<file path="config.mk">
export PLATFORM = sky130hd
export DESIGN_NAME = multicycle_controller_flat
export DESIGN_NICKNAME = d
export VERILOG_FILES = /design/src/rtl/mcc_pkg.sv /design/src/rtl/multicycle_controller_if.sv /design/src/rtl/multicycle_controller_irq_arbiter.sv /design/src/rtl/multicycle_controller.sv /design/src/flat_wrapper.sv
export SDC_FILE = /design/constraint.sdc
export NUM_CORES = 1
export LEC_CHECK = 0
export CAP_MARGIN = 20
export CORE_MARGIN = 5
export CORE_UTILIZATION = 35
export DETAILED_ROUTE_END_ITERATION = 8
export GPL_TIMING_DRIVEN = 0
export MAX_ROUTING_LAYER = met4
export PLACE_DENSITY_LB_ADDON = 0.05
export SYNTH_ARGS = -nofsm -noshare
export SYNTH_HDL_FRONTEND = slang
export SYNTH_SLANG_ARGS = --single-unit
export TNS_END_PERCENT = 30
</file>
<file path="constraint.sdc">
create_clock -name clk -period 2.38 [get_ports clk]
set_clock_uncertainty 0.15 [all_clocks]
set_input_delay 0.238 -clock clk [delete_from_list [all_inputs] [get_ports clk]]
set_output_delay 0.238 -clock clk [all_outputs]
set_load 0.005 [all_outputs]
</file>
<file path="src/rtl/mcc_pkg.sv">
// Shared types and encodings for the multi-cycle MIPS control FSM.
// Opcode/funct constants, mux select codes and the legality check.
package mcc_pkg;

   typedef enum logic [2:0] {
      FETCH  = 3'd0,
      DECODE = 3'd1,
      EXEC   = 3'd2,
      MEM    = 3'd3,
      WB     = 3'd4,
      TRAP   = 3'd5
   } state_t;

   localparam logic [5:0] OP_RTYPE = 6'h00;
   localparam logic [5:0] OP_J     = 6'h02;
   localparam logic [5:0] OP_JAL   = 6'h03;
   localparam logic [5:0] OP_ADDIU = 6'h09;
   localparam logic [5:0] OP_SLTIU = 6'h0b;
   localparam logic [5:0] OP_ANDI  = 6'h0c;
   localparam logic [5:0] OP_LUI   = 6'h0f;
   localparam logic [5:0] OP_LW    = 6'h23;
   localparam logic [5:0] OP_SW    = 6'h2b;

   localparam logic [5:0] FN_SLL  = 6'h00;
   localparam logic [5:0] FN_SRL  = 6'h02;
   localparam logic [5:0] FN_SRA  = 6'h03;
   localparam logic [5:0] FN_JR   = 6'h08;
   localparam logic [5:0] FN_JALR = 6'h09;

   localparam logic [2:0] PCSRC_ALU    = 3'b000;
   localparam logic [2:0] PCSRC_ALUOUT = 3'b001;
   localparam logic [2:0] PCSRC_JUMP   = 3'b010;
   localparam logic [2:0] PCSRC_RS     = 3'b011;
   localparam logic [2:0] PCSRC_EXC    = 3'b100;

   localparam logic [1:0] REGDST_RT = 2'b00;
   localparam logic [1:0] REGDST_RD = 2'b01;
   localparam logic [1:0] REGDST_RA = 2'b10;
   localparam logic [1:0] REGDST_K0 = 2'b11;

   localparam logic [1:0] M2R_ALUOUT = 2'b00;
   localparam logic [1:0] M2R_MDR    = 2'b01;
   localparam logic [1:0] M2R_PC     = 2'b10;

   localparam logic [1:0] AS2_REG   = 2'b00;
   localparam logic [1:0] AS2_FOUR  = 2'b01;
   localparam logic [1:0] AS2_IMM   = 2'b10;
   localparam logic [1:0] AS2_IMMSH = 2'b11;

   localparam logic [1:0] ALUOP_ADD    = 2'b00;
   localparam logic [1:0] ALUOP_SUB    = 2'b01;
   localparam logic [1:0] ALUOP_FUNCT  = 2'b10;
   localparam logic [1:0] ALUOP_OPCODE = 2'b11;

   typedef struct packed {
      logic       IRWrite;
      logic       PCWrite;
      logic       PCWriteCond;
      logic       RegWrite;
      logic       MemRead;
      logic       MemWrite;
      logic       ALUSrc1;
      logic       ExtOp;
      logic       LuOp;
      logic [2:0] PCSrc;
      logic [1:0] RegDst;
      logic [1:0] MemToReg;
      logic [1:0] ALUSrc2;
      logic [1:0] ALUOp;
      logic       trap;
   } ctrl_t;

   function automatic logic is_legal(input logic [5:0] op, input logic [5:0] funct);
      if (op == OP_RTYPE)
         return funct inside {6'h00, 6'h02, 6'h03, 6'h08, 6'h09, [6'h20:6'h27], 6'h2a, 6'h2b};
      return (op inside {[6'h01:6'h0f]}) || (op == OP_LW) || (op == OP_SW);
   endfunction

endpackage

</file>
<file path="src/rtl/multicycle_controller_if.sv">
// Instruction-field, interrupt, memory-handshake and datapath-control bundle
// between the control FSM (master) and the multicycle datapath (slave).
interface multicycle_controller_if #(parameter int IRQ_LINES = 4);
   localparam int CW = $clog2(IRQ_LINES + 1);

   logic [5:0]           OpCode;
   logic [5:0]           Funct;
   logic [IRQ_LINES-1:0] irq_req;
   logic [IRQ_LINES-1:0] irq_mask;
   logic                 pc_kernel;
   logic                 mem_ready;

   logic IRWrite, PCWrite, PCWriteCond, RegWrite, MemRead, MemWrite;
   logic ALUSrc1, ExtOp, LuOp;
   logic [2:0]    PCSrc;
   logic [1:0]    RegDst, MemToReg, ALUSrc2, ALUOp;
   logic          trap;
   logic [CW-1:0] cause;

   modport master (
      input  OpCode, Funct, irq_req, irq_mask, pc_kernel, mem_ready,
      output IRWrite, PCWrite, PCWriteCond, RegWrite, MemRead, MemWrite,
             ALUSrc1, ExtOp, LuOp, PCSrc, RegDst, MemToReg, ALUSrc2, ALUOp,
             trap, cause
   );

   modport slave (
      output OpCode, Funct, irq_req, irq_mask, pc_kernel, mem_ready,
      input  IRWrite, PCWrite, PCWriteCond, RegWrite, MemRead, MemWrite,
             ALUSrc1, ExtOp, LuOp, PCSrc, RegDst, MemToReg, ALUSrc2, ALUOp,
             trap, cause
   );
endinterface

</file>
<file path="src/rtl/multicycle_controller_irq_arbiter.sv">
// Pending-interrupt latch with mask gating and lowest-index priority.
// Causes are 1-based line numbers; a take strobe clears the named line.
module irq_arbiter #(
   parameter int IRQ_LINES = 4,
   parameter int CW        = $clog2(IRQ_LINES + 1)
) (
   input  logic                 clk,
   input  logic                 reset,
   input  logic [IRQ_LINES-1:0] irqReq,
   input  logic [IRQ_LINES-1:0] irqMask,
   input  logic                 take,
   input  logic [CW-1:0]        takeCause,
   output logic                 anyPending,
   output logic [CW-1:0]        selCause
);
   logic [IRQ_LINES-1:0] pendingReg, pendingNext, clearVec, takeable;

   generate
      for (genvar gi = 0; gi < IRQ_LINES; gi++) begin : g_clear
         assign clearVec[gi] = take && (takeCause == CW'(gi + 1));
      end
   endgenerate

   // Clearing beats a same-cycle request; the line re-latches next cycle.
   assign pendingNext = (pendingReg | (irqReq & irqMask)) & ~clearVec;
   assign takeable    = pendingReg & irqMask;
   assign anyPending  = |takeable;

   always_comb begin
      selCause = '0;
      for (int i = IRQ_LINES - 1; i >= 0; i--) begin
         if (takeable[i]) selCause = CW'(i + 1);
      end
   end

   always_ff @(posedge clk or negedge reset) begin
      if (!reset) pendingReg <= '0;
      else        pendingReg <= pendingNext;
   end
endmodule

</file>
<file path="src/rtl/multicycle_controller.sv">
// Multi-cycle MIPS control FSM: FETCH/DECODE/EXEC/MEM/WB with memory stalls,
// illegal-instruction trapping and maskable interrupts taken at fetch entry.
module multicycle_controller
   import mcc_pkg::*;
#(
   parameter int IRQ_LINES = 4
) (
   input logic clk,
   input logic reset,
   multicycle_controller_if.master bus
);
   localparam int CW = $clog2(IRQ_LINES + 1);

   state_t        stateReg, stateNext;
   logic          fetchBusyReg, fetchBusyNext;
   logic [CW-1:0] causeReg, causeNext, selCause;
   logic          anyPending, trapTake, legal, isShift;
   ctrl_t         ctl, ctlOut;

   irq_arbiter #(.IRQ_LINES(IRQ_LINES), .CW(CW)) u_arb (
      .clk        (clk),
      .reset      (reset),
      .irqReq     (bus.irq_req),
      .irqMask    (bus.irq_mask),
      .take       (stateReg == TRAP && causeReg != '0),
      .takeCause  (causeReg),
      .anyPending (anyPending),
      .selCause   (selCause)
   );

   // Interrupts are considered only on the first cycle of a fetch.
   assign trapTake = (stateReg == FETCH) && !fetchBusyReg && anyPending && !bus.pc_kernel;
   assign legal    = is_legal(bus.OpCode, bus.Funct);
   assign isShift  = bus.Funct inside {FN_SLL, FN_SRL, FN_SRA};

   always_comb begin
      fetchBusyNext = (stateReg == FETCH) && !trapTake && !bus.mem_ready;
      causeNext     = causeReg;
      if (trapTake)                         causeNext = selCause;
      else if (stateReg == DECODE && !legal) causeNext = '0;
   end

   always_comb begin
      stateNext = stateReg;
      ctl       = '0;
      case (stateReg)
         FETCH: begin
            if (trapTake) begin
               stateNext = TRAP;
            end else begin
               ctl.MemRead = 1'b1;
               ctl.ALUSrc2 = AS2_FOUR;
               if (bus.mem_ready) begin
                  ctl.IRWrite = 1'b1;
                  ctl.PCWrite = 1'b1;
                  ctl.PCSrc   = PCSRC_ALU;
                  stateNext   = DECODE;
               end
            end
         end
         DECODE: begin
            ctl.ALUSrc2 = AS2_IMMSH;
            stateNext   = EXEC;
            if (!legal) begin
               stateNext = TRAP;
            end else if (bus.OpCode == OP_J || bus.OpCode == OP_JAL) begin
               ctl.PCWrite = 1'b1;
               ctl.PCSrc   = PCSRC_JUMP;
               if (bus.OpCode == OP_JAL) begin
                  ctl.RegWrite = 1'b1;
                  ctl.RegDst   = REGDST_RA;
                  ctl.MemToReg = M2R_PC;
               end
               stateNext = FETCH;
            end else if (bus.OpCode == OP_RTYPE && (bus.Funct == FN_JR || bus.Funct == FN_JALR)) begin
               ctl.PCWrite = 1'b1;
               ctl.PCSrc   = PCSRC_RS;
               if (bus.Funct == FN_JALR) begin
                  ctl.RegWrite = 1'b1;
                  ctl.RegDst   = REGDST_RD;
                  ctl.MemToReg = M2R_PC;
               end
               stateNext = FETCH;
            end
         end
         EXEC: begin
            if (bus.OpCode == OP_RTYPE) begin
               ctl.ALUOp   = ALUOP_FUNCT;
               ctl.ALUSrc1 = isShift;
               stateNext   = WB;
            end else if (bus.OpCode inside {[6'h08:6'h0f]}) begin
               ctl.ALUSrc2 = AS2_IMM;
               ctl.ALUOp   = ALUOP_OPCODE;
               ctl.ExtOp   = !(bus.OpCode inside {OP_ADDIU, OP_SLTIU, OP_ANDI});
               ctl.LuOp    = (bus.OpCode == OP_LUI);
               stateNext   = WB;
            end else if (bus.OpCode == OP_LW || bus.OpCode == OP_SW) begin
               ctl.ALUSrc2 = AS2_IMM;
               ctl.ALUOp   = ALUOP_ADD;
               stateNext   = MEM;
            end else begin
               ctl.ALUOp       = ALUOP_SUB;
               ctl.PCWriteCond = 1'b1;
               ctl.PCSrc       = PCSRC_ALUOUT;
               stateNext       = FETCH;
            end
         end
         MEM: begin
            ctl.MemRead  = (bus.OpCode == OP_LW);
            ctl.MemWrite = (bus.OpCode != OP_LW);
            if (bus.mem_ready) stateNext = (bus.OpCode == OP_LW) ? WB : FETCH;
         end
         WB: begin
            ctl.RegWrite = 1'b1;
            ctl.RegDst   = (bus.OpCode == OP_RTYPE) ? REGDST_RD : REGDST_RT;
            ctl.MemToReg = (bus.OpCode == OP_LW) ? M2R_MDR : M2R_ALUOUT;
            stateNext    = FETCH;
         end
         TRAP: begin
            ctl.RegWrite = 1'b1;
            ctl.RegDst   = REGDST_K0;
            ctl.MemToReg = M2R_PC;
            ctl.PCWrite  = 1'b1;
            ctl.PCSrc    = PCSRC_EXC;
            ctl.trap     = 1'b1;
            stateNext    = FETCH;
         end
         default: stateNext = FETCH;
      endcase
   end

   // Held reset silences every control immediately, aborting any memory write.
   assign ctlOut          = reset ? ctl : '0;
   assign bus.IRWrite     = ctlOut.IRWrite;
   assign bus.PCWrite     = ctlOut.PCWrite;
   assign bus.PCWriteCond = ctlOut.PCWriteCond;
   assign bus.RegWrite    = ctlOut.RegWrite;
   assign bus.MemRead     = ctlOut.MemRead;
   assign bus.MemWrite    = ctlOut.MemWrite;
   assign bus.ALUSrc1     = ctlOut.ALUSrc1;
   assign bus.ExtOp       = ctlOut.ExtOp;
   assign bus.LuOp        = ctlOut.LuOp;
   assign bus.PCSrc       = ctlOut.PCSrc;
   assign bus.RegDst      = ctlOut.RegDst;
   assign bus.MemToReg    = ctlOut.MemToReg;
   assign bus.ALUSrc2     = ctlOut.ALUSrc2;
   assign bus.ALUOp       = ctlOut.ALUOp;
   assign bus.trap        = ctlOut.trap;
   assign bus.cause       = ctlOut.trap ? causeReg : '0;

   always_ff @(posedge clk or negedge reset) begin
      if (!reset) begin
         stateReg     <= FETCH;
         fetchBusyReg <= 1'b0;
         causeReg     <= '0;
      end else begin
         stateReg     <= stateNext;
         fetchBusyReg <= fetchBusyNext;
         causeReg     <= causeNext;
      end
   end
endmodule
</file>
<file path="src/flat_wrapper.sv">
// flat-port wrapper written by rule: the top's interface ports become plain ports
module multicycle_controller_flat import mcc_pkg::*;
#(
   parameter int IRQ_LINES = 4
)
  (clk, reset, bus_OpCode, bus_Funct, bus_irq_req, bus_irq_mask, bus_pc_kernel, bus_mem_ready, bus_IRWrite, bus_PCWrite, bus_PCWriteCond, bus_RegWrite, bus_MemRead, bus_MemWrite, bus_ALUSrc1, bus_ExtOp, bus_LuOp, bus_PCSrc, bus_RegDst, bus_MemToReg, bus_ALUSrc2, bus_ALUOp, bus_trap, bus_cause);
  multicycle_controller_if #(.IRQ_LINES(IRQ_LINES)) bus_i ();
  input logic clk;
  input logic reset;
  input wire logic [$bits(bus_i.OpCode)-1:0] bus_OpCode;
  input wire logic [$bits(bus_i.Funct)-1:0] bus_Funct;
  input wire logic [$bits(bus_i.irq_req)-1:0] bus_irq_req;
  input wire logic [$bits(bus_i.irq_mask)-1:0] bus_irq_mask;
  input wire logic [$bits(bus_i.pc_kernel)-1:0] bus_pc_kernel;
  input wire logic [$bits(bus_i.mem_ready)-1:0] bus_mem_ready;
  output wire logic [$bits(bus_i.IRWrite)-1:0] bus_IRWrite;
  output wire logic [$bits(bus_i.PCWrite)-1:0] bus_PCWrite;
  output wire logic [$bits(bus_i.PCWriteCond)-1:0] bus_PCWriteCond;
  output wire logic [$bits(bus_i.RegWrite)-1:0] bus_RegWrite;
  output wire logic [$bits(bus_i.MemRead)-1:0] bus_MemRead;
  output wire logic [$bits(bus_i.MemWrite)-1:0] bus_MemWrite;
  output wire logic [$bits(bus_i.ALUSrc1)-1:0] bus_ALUSrc1;
  output wire logic [$bits(bus_i.ExtOp)-1:0] bus_ExtOp;
  output wire logic [$bits(bus_i.LuOp)-1:0] bus_LuOp;
  output wire logic [$bits(bus_i.PCSrc)-1:0] bus_PCSrc;
  output wire logic [$bits(bus_i.RegDst)-1:0] bus_RegDst;
  output wire logic [$bits(bus_i.MemToReg)-1:0] bus_MemToReg;
  output wire logic [$bits(bus_i.ALUSrc2)-1:0] bus_ALUSrc2;
  output wire logic [$bits(bus_i.ALUOp)-1:0] bus_ALUOp;
  output wire logic [$bits(bus_i.trap)-1:0] bus_trap;
  output wire logic [$bits(bus_i.cause)-1:0] bus_cause;
  assign bus_i.OpCode = bus_OpCode;
  assign bus_i.Funct = bus_Funct;
  assign bus_i.irq_req = bus_irq_req;
  assign bus_i.irq_mask = bus_irq_mask;
  assign bus_i.pc_kernel = bus_pc_kernel;
  assign bus_i.mem_ready = bus_mem_ready;
  assign bus_IRWrite = bus_i.IRWrite;
  assign bus_PCWrite = bus_i.PCWrite;
  assign bus_PCWriteCond = bus_i.PCWriteCond;
  assign bus_RegWrite = bus_i.RegWrite;
  assign bus_MemRead = bus_i.MemRead;
  assign bus_MemWrite = bus_i.MemWrite;
  assign bus_ALUSrc1 = bus_i.ALUSrc1;
  assign bus_ExtOp = bus_i.ExtOp;
  assign bus_LuOp = bus_i.LuOp;
  assign bus_PCSrc = bus_i.PCSrc;
  assign bus_RegDst = bus_i.RegDst;
  assign bus_MemToReg = bus_i.MemToReg;
  assign bus_ALUSrc2 = bus_i.ALUSrc2;
  assign bus_ALUOp = bus_i.ALUOp;
  assign bus_trap = bus_i.trap;
  assign bus_cause = bus_i.cause;
  multicycle_controller #(.IRQ_LINES(IRQ_LINES)) u_core (.clk(clk), .reset(reset), .bus(bus_i));
endmodule
</file>
==> flow_metrics.env <==
export IMPL_leakagePower_nw=0.848
export IMPL_die_area_um2=4340
export IMPL_async_reset_ff_share_pct=100
export IMPL_row_count=20
export IMPL_clkPwrFrac_pct=12.0
export IMPL_grt_pass1_vias=1365
export IMPL_synth_area_top_cells="dfrtp_1, a21oi_1, nor2_1"
export IMPL_finalMaxSlewViolations=0
export IMPL_top_usage_layer="met2"
export IMPL_synth_most_common_cell="nor2_1"
export IMPL_hold_violations=0
export IMPL_first_pass_iters=4
export IMPL_clock_latency_ns=0.28
export IMPL_final_core_util_pct=60.4
export IMPL_portBuffers=47
export IMPL_syn_to_final_growth_pct=67.3
export IMPL_drc_errors=0
export IMPL_use_met3_pct=5.61
export IMPL_fin_ws_ns=0.0532
export IMPL_gp_congestion=0.894
export IMPL_yosys_most_used_dff="dfrtp_1"
export IMPL_crit_path_end_kind="primary output"
export IMPL_syn_avg_cell_area_um2=7.44
export IMPL_first_iter_violations=59
export IMPL_start_kind="flop"
export IMPL_synth_distinct_cells=44
export IMPL_rsz0062_at_grt="yes"
export IMPL_synth_top_area_share_pct=25.2
export IMPL_power_density_nw_per_um2=619
export IMPL_seq_area_frac_synth_pct=25.2
export IMPL_cts_root_buffer_cell="clkbuf_4"
export IMPL_pre_cts_ws_ns=-0.482
export IMPL_layout_min_cycle_time_ns=2.33
export IMPL_outcome="finished clean"
export IMPL_cts_sinks=11
export IMPL_arrival_ns=1.94
export IMPL_fp_coreArea_um2=3030
export IMPL_maxSlewHeadroom_pct=57.7
export IMPL_final_layout_size_suffix_gt1_share_pct=27.7
export IMPL_internal_power_uw=641
export IMPL_worst_pin_slew_ns=0.628
export IMPL_synthTopCellsByCount="nor2_1, a21oi_1, nand2_1, dfrtp_1, nor3_1"
export IMPL_tns_ns=0
export IMPL_cap_viol_max_count=0
export IMPL_instances_no_fill=250
export IMPL_period_share_pct=97.8
export IMPL_fp_dieH_um=65.9
export IMPL_worst_ep_required_time_ns=1.99
export IMPL_cts_made_buffers=3
export IMPL_viasPerCell=5.40
export IMPL_synth_top_area_cell="dfrtp_1"
export IMPL_dp_cells=238
export IMPL_cts_tree="yes"
export IMPL_ant_nets=0
export IMPL_grt_pass1_wl_mm=6.15
export IMPL_initial_core_util_pct=36.1
export IMPL_p_seq_share_pct=25.3
export IMPL_setup_viol_count_final=0
export IMPL_peakVddDrop_uv=488
export IMPL_hpwl_mm=2.80
export IMPL_synth_nets=171
export IMPL_grt_ovfl_total=0
export IMPL_globalRouteMet1Util_pct=22.2
export IMPL_clk_pin_slew_ns=0.08
export IMPL_p_sw_share_pct=43.4
export IMPL_ios=48
export IMPL_clk_path_buf_depth=2
export IMPL_wl_per_cell_um=15.0
export IMPL_met2_usage_pct=31.5
export IMPL_netlist_area_um2=1090
export IMPL_fmax_mhz=430
export IMPL_gr_usage_all_layers_pct=18.4
export IMPL_criticalPathCategory="flop to primary output"
export IMPL_path_max_fanout=10
export IMPL_synth_seq_cells=11
export IMPL_layout_nets=231
export IMPL_wl_mm=3.74
export IMPL_p_switching_uw=492
export IMPL_synth_edff_count=0
export IMPL_combPwrFrac_pct=62.7
export IMPL_grt_max_degree=12
export IMPL_antenna_found_initial=0
export IMPL_n_antenna_cell=0
export IMPL_h_tree_depth=1
export IMPL_yosys_warnings=0
export IMPL_hold_class="flop to flop"
export IMPL_hold_slack_ns=0.398
export IMPL_synth_cells=147
export IMPL_vias=1351
export IMPL_die_w_um=65.9
## placed cells by master, fill, tap and decap left out, types with 2 or more instances in the layout
cell type,Yosys,routed
o22ai_1,2,2
nor2_1,20,19
and3_4,0,2
nand3_1,6,4
nor2b_1,5,4
nand2_2,2,4
nand2_1,14,12
o21ai_0,3,3
buf_6,2,2
or2b_2,2,2
clkdlybuf4s50_1,0,19
nor3_2,0,3
inv_1,4,2
clkbuf_4,0,3
and2_1,5,5
clkdlybuf4s15_2,0,2
a31oi_1,5,5
dfrtp_1,11,11
buf_4,1,9
dlymetal6s2s_1,0,8
dlygate4sd2_1,0,15
nand3_2,0,2
a21oi_2,1,2
a21o_2,2,2
or3_4,0,2
nor4_1,4,3
a21oi_1,18,17
and3_1,4,3
nor3_1,10,5
nor3_4,1,3
## per-stage QoR
step	power (mW)	cell area, µm²
4_1_cts	1.11	1770
6_report	1.13	1830
3_3_place_gp	0.898	1620
3_5_place_dp	0.901	1620
2_1_floorplan	0.669	1090
5_1_grt	1.23	1830
## power by group through the flow
stage | Clock (mW) | Combinational, mW | Sequential, mW
after floorplan | 0 | 0.390 | 0.278
after global placement | 0 | 0.612 | 0.286
after detailed placement | 0 | 0.613 | 0.288
after CTS | 0.137 | 0.683 | 0.286
after global routing | 0.153 | 0.780 | 0.294
final | 0.136 | 0.710 | 0.287
## worst paths after layout
path                                           startpoint                                    to  slack [ns]  cells after the start
setup / recovery           u_core.stateReg[1]$_DFFE_PN0P_                          bus_cause[2]        0.05                      5
hold / removal             u_core.causeReg[2]$_DFFE_PN0P_  u_core.u_arb.pendingReg[3]$_DFF_PN0_        0.40                      1
setup reg to reg           u_core.stateReg[1]$_DFFE_PN0P_        u_core.stateReg[2]$_DFFE_PN0P_        0.46                      5
hold reg to reg            u_core.causeReg[2]$_DFFE_PN0P_  u_core.u_arb.pendingReg[3]$_DFF_PN0_        0.40                      1
max in group asynchronous                           reset  u_core.u_arb.pendingReg[3]$_DFF_PN0_        1.13                      2
min in group asynchronous                           reset        u_core.causeReg[1]$_DFFE_PN0P_        0.59                      2
## flip-flops by register name, indices dropped and copies added (netlist names)
signal,cells
u_core.causeReg,3
u_core.u_arb.pendingReg,4
u_core.fetchBusyReg,1
u_core.stateReg,3
## logic make-up after synthesis
kind of cell,Yosys count,synth area share (%)
buffers and inverters,8,4.58
AO/OA/AOI/OAI,43,26.5
flip-flops,11,25.2
AND/OR/NAND/NOR,85,43.7
## critical path, stage by stage (launching register included)
cell             delay (ns)
dfrtp_1                0.38
buf_6                  0.14
and2b_2                0.28
and3_1                 0.22
and2_1                 0.14
clkdlybuf4s50_1        0.49
## cell type report
type | instances | area (µm²)
buffer | 4 | 37.5
clock buffer | 4 | 26.3
fill | 285 | 1200
inverter | 4 | 21.3
multi-input combinational | 128 | 887
sequential | 11 | 275
tap | 44 | 55.1
timing repair buffer | 55 | 527
## timing repair
| action | CTS | global route |
|---|---|---|
| resized for setup | 49 | 19 |
| setup buffers | 6 | 1 |
| pin swaps | 7 | 3 |
| gates cloned | 0 | 0 |
| setup endpoints to repair | 24 | 15 |
| endpoints found under the hold margin | 11 | 0 |
| hold buffers | 1 | 0 |
## metal layers
| metal | share of wire (%) | routed length [µm] |
|---|---|---|
| met5 | 0 | 0 |
| met4 | 0.19 | 7 |
| met3 | 8.1 | 303 |
| met2 | 50 | 1870 |
| met1 | 42 | 1560 |
(Power assumes the default switching activity.)
